--- src/rtl/dffram_arb_pkg.sv ---
// Shared types for the DFFRAM arbiter: controller states, port index and the
// registered response tag that travels one cycle behind each grant.
package dffram_arb_pkg;

    typedef enum logic {
        IDLE,
        CLEAR
    } state_e;

    typedef logic port_t;

    typedef struct packed {
        logic  valid;
        port_t port;
        logic  we;
        logic  err;
    } rsp_tag_t;

    // A byte address is in range when every bit above the word index is zero.
    function automatic logic addr_in_range(input logic [31:0] addr, input int unsigned aw);
        return (addr >> (aw + 2)) == 32'd0;
    endfunction

endpackage

--- src/rtl/dffram_rr_arb.sv ---
// Two-way round-robin picker. On contention the port that did not win last is
// granted; last_win only moves when a grant is actually issued.
module dffram_rr_arb (
    input  logic       clk,
    input  logic       rst,
    input  logic       en,
    input  logic [1:0] req,
    output logic [1:0] gnt
);

    logic last_win_q;
    logic last_win_d;

    always_comb begin
        gnt        = 2'b00;
        last_win_d = last_win_q;
        if (en) begin
            if (req == 2'b11) begin
                gnt = last_win_q ? 2'b01 : 2'b10;
            end else if (req[0]) begin
                gnt = 2'b01;
            end else if (req[1]) begin
                gnt = 2'b10;
            end
            if (|gnt) begin
                last_win_d = gnt[1];
            end
        end
    end

    // Reset to port 1 so port 0 wins the first contention.
    always_ff @(posedge clk or posedge rst) begin
        if (rst) begin
            last_win_q <= 1'b1;
        end else begin
            last_win_q <= last_win_d;
        end
    end

endmodule

--- src/rtl/dffram_arbiter.sv ---
// Shares one single-port DFFRAM between instruction fetch (port 0) and data
// (port 1), with a sequencer that zero-fills the whole array on request.
module dffram_arbiter
    import dffram_arb_pkg::*;
#(
    parameter int unsigned AW             = 12,
    parameter int unsigned DW             = 32,
    parameter bit          CLEAR_ON_RESET = 1'b0
) (
    input  logic            CLK,
    input  logic            RST,

    input  logic            p0_req_i,
    input  logic            p0_we_i,
    input  logic [DW/8-1:0] p0_be_i,
    input  logic [31:0]     p0_addr_i,
    input  logic [DW-1:0]   p0_wdata_i,
    output logic            p0_gnt_o,
    output logic            p0_rvalid_o,
    output logic [DW-1:0]   p0_rdata_o,
    output logic            p0_err_o,

    input  logic            p1_req_i,
    input  logic            p1_we_i,
    input  logic [DW/8-1:0] p1_be_i,
    input  logic [31:0]     p1_addr_i,
    input  logic [DW-1:0]   p1_wdata_i,
    output logic            p1_gnt_o,
    output logic            p1_rvalid_o,
    output logic [DW-1:0]   p1_rdata_o,
    output logic            p1_err_o,

    input  logic            clear_i,
    output logic            busy_o,

    output logic            ram_en_o,
    output logic [DW/8-1:0] ram_we_o,
    output logic [DW-1:0]   ram_di_o,
    output logic [AW-1:0]   ram_a_o,
    input  logic [DW-1:0]   ram_do_i
);

    localparam int unsigned BW = DW / 8;

    state_e          state_q, state_d;
    logic [AW-1:0]   cnt_q, cnt_d;
    rsp_tag_t        rsp_q, rsp_d;

    logic [1:0]      req;
    logic [1:0]      gnt;
    logic            arb_en;

    logic            sel_we;
    logic [BW-1:0]   sel_be;
    logic [31:0]     sel_addr;
    logic [DW-1:0]   sel_wdata;
    logic            sel_ok;
    logic            unused_addr_lsbs;

    assign req    = {p1_req_i, p0_req_i};
    assign arb_en = (state_q == IDLE);

    dffram_rr_arb u_rr_arb (
        .clk (CLK),
        .rst (RST),
        .en  (arb_en),
        .req (req),
        .gnt (gnt)
    );

    assign p0_gnt_o = gnt[0];
    assign p1_gnt_o = gnt[1];

    // Steer the granted port's request onto one set of wires.
    assign sel_we    = gnt[1] ? p1_we_i    : p0_we_i;
    assign sel_be    = gnt[1] ? p1_be_i    : p0_be_i;
    assign sel_addr  = gnt[1] ? p1_addr_i  : p0_addr_i;
    assign sel_wdata = gnt[1] ? p1_wdata_i : p0_wdata_i;
    assign sel_ok    = addr_in_range(sel_addr, AW);

    assign unused_addr_lsbs = ^sel_addr[1:0];

    always_comb begin
        state_d  = state_q;
        cnt_d    = cnt_q;
        rsp_d    = '0;
        ram_en_o = 1'b0;
        ram_we_o = '0;
        ram_di_o = '0;
        ram_a_o  = '0;

        unique case (state_q)
            IDLE: begin
                if (|gnt) begin
                    rsp_d.valid = 1'b1;
                    rsp_d.port  = gnt[1];
                    rsp_d.we    = sel_we;
                    rsp_d.err   = ~sel_ok;
                    if (sel_ok) begin
                        ram_en_o = 1'b1;
                        ram_a_o  = sel_addr[AW+1:2];
                        ram_we_o = sel_we ? sel_be : '0;
                        ram_di_o = sel_wdata;
                    end
                end
                // A grant in this cycle still completes; the fill begins next cycle.
                if (clear_i) begin
                    state_d = CLEAR;
                    cnt_d   = '0;
                end
            end
            CLEAR: begin
                ram_en_o = 1'b1;
                ram_we_o = '1;
                ram_a_o  = cnt_q;
                cnt_d    = cnt_q + AW'(1);
                if (cnt_q == '1) begin
                    state_d = IDLE;
                end
            end
            default: begin
                state_d = IDLE;
            end
        endcase
    end

    always_ff @(posedge CLK or posedge RST) begin
        if (RST) begin
            state_q <= CLEAR_ON_RESET ? CLEAR : IDLE;
            cnt_q   <= '0;
            rsp_q   <= '0;
        end else begin
            state_q <= state_d;
            cnt_q   <= cnt_d;
            rsp_q   <= rsp_d;
        end
    end

    assign busy_o = (state_q == CLEAR);

    assign p0_rvalid_o = rsp_q.valid && (rsp_q.port == 1'b0);
    assign p1_rvalid_o = rsp_q.valid && (rsp_q.port == 1'b1);
    assign p0_err_o    = p0_rvalid_o && rsp_q.err;
    assign p1_err_o    = p1_rvalid_o && rsp_q.err;

    // Read data is only meaningful for in-range reads; everything else returns zero.
    assign p0_rdata_o = (p0_rvalid_o && !rsp_q.we && !rsp_q.err) ? ram_do_i : '0;
    assign p1_rdata_o = (p1_rvalid_o && !rsp_q.we && !rsp_q.err) ? ram_do_i : '0;

endmodule

--- config.mk ---
export PLATFORM = sky130hd
export DESIGN_NAME = dffram_arbiter
export DESIGN_NICKNAME = d
export VERILOG_FILES = /design/src/rtl/dffram_arb_pkg.sv /design/src/rtl/dffram_rr_arb.sv /design/src/rtl/dffram_arbiter.sv
export SDC_FILE = /design/constraint.sdc
export NUM_CORES = 1
export LEC_CHECK = 0
export ABC_AREA = 1
export CAP_MARGIN = 10
export CORE_AREA = 2 2 114 116
export DETAILED_ROUTE_END_ITERATION = 10
export DIE_AREA = 0 0 116 118
export GPL_ROUTABILITY_DRIVEN = 0
export HOLD_SLACK_MARGIN = 0.05
export PLACE_DENSITY = 0.73
export SYNTH_ARGS = -nofsm -noshare
export SYNTH_HDL_FRONTEND = slang
export SYNTH_HIERARCHICAL = 1
export SYNTH_SLANG_ARGS = --single-unit
--- constraint.sdc ---
create_clock -name CLK -period 2.5 [get_ports CLK]
set_input_delay 0.5 -clock CLK [delete_from_list [all_inputs] [get_ports CLK]]
set_output_delay 0.5 -clock CLK [all_outputs]
set_load 0.02 [all_outputs]
# --- Word level (Yosys, flattened, before mapping) ---
# Cells that the tools add are included.
# Widths: inputs -> output; s select.
word_totals:
  ff_bits: 18
  inputBits: 175
  output_inout_bits: 120
  word_cells: 60
classes:
  add_sub_neg: 1
  n_eq_ne: 3
  mux: 32
  n_bitwise: 3
  reduce_logical: 14
op_table:
  columns: ["cell", "n"]
  rows:
  - ["$mux 32", 7]
  - ["$pmux 12 s2", 2]
  - ["$mux 12", 3]
  - ["$logic_not 32->1", 1]
  - ["$mux 4", 6]
  - ["$add 12x1->12 const B", 1]
  - ["$eq 12x12->1 const B", 1]
  - ["$mux 2", 6]
  - ["$logic_and 1x1->1", 8]
  - ["$pmux 4 s2", 1]
  - ["$mux 1", 5]
  - ["$pmux 1 s2", 2]
  - ["$reduce_or 2->1", 2]
  - ["$not 1->1", 3]
  - ["$eq 2x2->1 const B", 1]
  - ["$logic_not 1->1", 2]
  - ["$ne 2x2->1 const B", 1]
  - ["$reduce_and 2->1", 1]

# --- Logic depth before layout (Yosys ltp) ---
depth:
  word_depth: 10
  ltp_mapped: 16
  ltp_nobuf: 13

# --- Modules after synthesis ---
# Netlist, hierarchy kept.
by_module_without_submodules:
  columns: ["mod", "instances", "cells_each", "area_each_um2", "seq_area_each_um2"]
  rows:
  - ["dffram_arbiter", 1, 429, 2379.8, 425.4]
  - ["dffram_rr_arb", 1, 12, 68.8, 26.3]

# --- Worst setup path before layout ---
# OpenSTA, ideal clock, no wires.
synth_path:
  path_kind: "reg2out"
  from: "reg state_q, in the netlist busy_o"
  to: "out ram_a_o[11]"
  t_arrival_ns: 2.295
  required_ns: 2.000
  setup_slack_ns: -0.295
  path_stages_with_launch: 15
  path_buffers: 2
  cell_sequence: "dfrtp_1 buf_2 clkinv_1 nand2_1 inv_1 nand2_1 inv_1 buf_4 nor2_1 nand2_1 nor2_1 nand3_1 nand2_2 nand2_4 o21ai_0"
synth_between:
  elab_chain_cells: 6
  word_cells_on_any_way: 8
  cone_classes: "mux (5); bitwise (1); reduce/logical (2)"
synth_rtl:
  columns: ["element", "line", "source"]
  rows:
  - ["start: declaration", "dffram_arbiter.sv:45", "state_e state_q, state_d;"]
  - ["start signal: assignment", "dffram_arbiter.sv:129", "state_q <= CLEAR_ON_RESET ? CLEAR : IDLE;"]
  - ["start signal: assignment", "dffram_arbiter.sv:133", "state_q <= state_d;"]
  - ["$mux 2 (*)", "dffram_rr_arb.sv:17", "if (en) begin"]
  - ["named net p1_gnt_o", "dffram_arbiter.sv:28", "output logic p1_gnt_o,"]
  - ["$mux 32", "dffram_arbiter.sv:77", "assign sel_addr = gnt[1] ? p1_addr_i : p0_addr_i;"]
  - ["$logic_not 32->1", "dffram_arb_pkg.sv:21", "return (addr >> (aw + 2)) == 32'd0;"]
  - ["$mux 12", "dffram_arbiter.sv:99", "if (sel_ok) begin"]
  - ["$mux 12 (*)", "dffram_arbiter.sv:94", "if (|gnt) begin"]
  - ["$pmux 12 s2 (*)", "dffram_arbiter.sv:92", "unique case (state_q)"]
  - ["end: declaration", "dffram_arbiter.sv:39", "output logic [AW-1:0] ram_a_o,"]
# The timed path passes the listed nets; every way through them passes the cells marked *.

# --- Final worst setup path ---
layout_path:
  from: "reg u_rr_arb.last_win_q"
  to: "out ram_a_o[4]"
layout_between:
  elab_chain_cells: 9
  word_cells_on_any_way: 10
  cone_classes: "mux (8); reduce/logical (2)"
layout_rtl:
  columns: ["element", "line", "source"]
  rows:
  - ["start: declaration", "dffram_rr_arb.sv:11", "logic last_win_q;"]
  - ["start signal: assignment", "dffram_rr_arb.sv:36", "last_win_q <= last_win_d;"]
  - ["$mux 2 (*)", "dffram_rr_arb.sv:19", "gnt = last_win_q ? 2'b01 : 2'b10;"]
  - ["$mux 2 (*)", "dffram_rr_arb.sv:18", "if (req == 2'b11) begin"]
  - ["$mux 2 (*) (2 in series)", "dffram_rr_arb.sv:17", null]
  - ["$mux 32", "dffram_arbiter.sv:77", null]
  - ["$logic_not 32->1", "dffram_arb_pkg.sv:21", null]
  - ["$mux 12", "dffram_arbiter.sv:99", null]
  - ["$mux 12 (*)", "dffram_arbiter.sv:94", null]
  - ["$pmux 12 s2 (*)", "dffram_arbiter.sv:92", null]
# Mark *: on every way between the ends. The rest lies on a longest branch, timed or not. The select of a mux whose other input is x is not followed.

==> results.md <==
- Minimum clock period: 2.67 ns
- Width of the die: 116 um
- Max Freq: 374 MHz
- IO Count: 295
- Leak Pwr: 3.38 nW
- Switching pwr: 0.213 mW
- TritonCTS buffer count: 3
- Via count: 4,043
- DR vias/cell: 4.31
- Fin crit share: 1.07
- Area delta synth->final: 168%
- Crit-path max FO: 8
- GRT Util Overall: 0.181
- Post-Syn Nets: 617
- Hold Crit Class: flop to flop
- Clk sinks: 18
- Dominant synthesized flop cell: dfrtp_1
- Yosys reg bits: 18
- Placed Area: 5970 sq um
- Worst hold margin: 0.554 ns
- Rel. slew slack: 0.561
- Worst hold path endpoint: cnt_q[8]$_DFFE_PP0P_
- FF-to-FF setup slack: 0.01 ns
- Post-Syn Area: 2450 sq um
- RSZ-0062 raised after global routing: true
- Switch share: 0.213
- Setup Crit Path Kind: flop to primary output
- Seq/Total Area, Yosys: 0.184
- Synth top cells by count: nand2_1 (130), nor2_1 (99), inv_1 (58), a21oi_2 (32)
- Initial antenna violation count: 0
- Actual slew at the worst max-slew pin: 0.658 ns
- Int Pwr: 0.787 mW
- Post-CTS Hold Buffers: 0
- Hold Path Depth: 1
- Syn Inst Count: 441
- Worst Clk Skew: 0.00193 ns
- HP Start: cnt_q[8]$_DFFE_PP0P_
- Power share of the combinational group: 0.349
- Failing checks: setup timing
- Max VDD drop: 0.157 mV
- Wirelength per Cell: 14.2 um
- Final Hold Vio Count: 0
- Nets@finish: 943
- Routed Antenna Nets: 0
- Largest net degree at the start of global routing: 33
- Synth async-reset ratio: 1.00
- Yosys Warn Count: 6
- Reg2reg start: busy_o$_DFF_PP0_
- Clock transition at path regs: 0.05 ns
- Yosys top cell area share: 0.199
- Final wirelength: 13,300 um
- Final setup fails: 49
- FP Rows: 41
- First-pass GRT wire length: 19,600 um
- Total negative setup slack: -6.71 ns
- Distinct cells, synth: 26
- Top post-synthesis cells by area: nand2_1 (20%), dfrtp_1 (17%), nor2_1 (15%), a21oi_2 (11%), inv_1 (8.9%)
- Avg Cell Area, Syn: 5.55 sq um
- Outcome: finished, violations left
- Share of cells above drive strength 1: 0.222
- Number of diodes: 0
- Startpoint types: flop
- Core area: 12,400 sq um
- Final Max Slew Viols: 0
- Post-synth EDFFs: 0
- Cell taking the most area after synthesis: nand2_1
- 1st-pass router iterations: 4
- CTS tree: built
- Power Density: 152 nW/um^2
- Final global-route overflow total: 0
- Maximum Capacitance Violations: 0
- Initial Utilization: 0.197
- Final WS setup: -0.171 ns
- Die height: 118 um
- Dpl ws: -0.913 ns
- DRC marker count from the first detailed-route iteration: 156
- Max Buffers Root-to-Sink: 2
- WP data arrival: 2.17 ns
- Capturing point of the worst reg2reg path: u_rr_arb/last_win_q$_DFFE_PP1P_
- Port bufs: 290
- CP required: 2.00 ns
- Clock network fraction of total power: 0.360
- # DRC: 0
- Hpwl dp: 10,500 um
- Sequential share of power: 0.292
- Root buf cell: clkbuf_16
- Crit end category: primary output
- Die area: 13,700 sq um
- Number of global-route vias before repair: 4,018
- Total number of H-tree levels: 1
- Top-count cell post-synth: nand2_1
- Design area: 6560 sq um
- Reg2Reg Depth: 21
- Worst-Skew Late Latency: 0.25 ns
==> per-layer routing <==
metal / vias to the layer above / global-route usage / routed length (um) / share of wire
li1: 2013 / - / - / -
met1: 1788 / 0.181 / 4630 / 0.35
met2: 220 / 0.356 / 7100 / 0.53
met3: 22 / 0.0371 / 1200 / 0.090
met4: 0 / 0.0655 / 350 / 0.026
met5: - / 0 / 0 / 0
==> flip-flops by register name (all words and copies together), names as in the netlist <==
register             cells
cnt_q                   12
busy_o                   1
rsp_q                    4
u_rr_arb/last_win_q      1
==> logic make-up after synthesis <==
kind of cell	after synthesis	synth area share
buffers and inverters	83	0.143
adders and majority gates	1	0.00511
AOI/OAI and AO/OA	65	0.196
DFF	18	0.184
and+or+nand+nor	263	0.427
muxes	11	0.0450
==> layout make-up <==
cell class | instances | area [sq um]
inverters | 60 | 238
repair buffers | 344 | 3540
multi-input cells | 340 | 2020
fillers | 1157 | 5860
flip-flops and latches | 18 | 453
clock buffers | 4 | 88.8
well taps | 172 | 215
==> through the flow <==
step	std cells	power, mW	util
detailed placement	906	0.645	0.481
finish	938	1.00	0.528
CTS	940	1.01	0.519
global route	938	1.05	0.528
global placement	906	0.642	0.481
floorplan	441	0.362	-
==> cells in the final DEF (no fill, tap or decap), types with 16 or more instances in the layout <==
cell               n
dlymetal6s2s_1    31
dfrtp_1           16
buf_6             58
buf_4             35
nand2_1          126
inv_1             56
nor2_1            97
nand3_1           17
a21oi_4           32
clkdlybuf4s50_1  208
==> how the worst max path moves through the flow <==
stage                               startpoint           end  slack (ns)  depth (start not counted)
6_report       u_rr_arb/last_win_q$_DFFE_PP1P_    ram_a_o[4]       -0.17                         13
5_1_grt                       busy_o$_DFF_PP0_    ram_a_o[6]       -0.28                         16
4_1_cts        u_rr_arb/last_win_q$_DFFE_PP1P_  ram_di_o[27]       -0.32                         15
3_5_place_dp                          p1_req_i   ram_di_o[9]       -0.91                         15
3_3_place_gp                          p1_req_i   ram_di_o[8]       -0.92                         15
2_1_floorplan                 busy_o$_DFF_PP0_   ram_a_o[10]        0.01                         16
==> power groups by stage <==
stage,clock network [mW],registers (mW),logic [mW]
floorplan,0,0.297,0.0656
global placement,0,0.297,0.345
detailed placement,0,0.297,0.348
CTS,0.364,0.292,0.351
global route,0.379,0.291,0.377
finish,0.359,0.292,0.349
==> worst max-delay path, cell delays in order (launching register included) <==
cell	delay, ns
dfstp_2	0.55
nand2_2	0.07
nand2_4	0.09
inv_4	0.04
buf_6	0.11
nor2_4	0.08
nand2_1	0.05
nor2_1	0.09
nand3_1	0.10
nand2_2	0.13
nand2_8	0.12
clkbuf_16	0.21
o21ai_4	0.13
buf_6	0.13
==> timing repair <==
item,4_1_cts,5_1_grt
pin swaps,7,9
buffers inserted,28,1
resized for setup,241,111
setup endpoints to repair,51,82
gates cloned,3,3
Power figures use the tool's default switching activity.
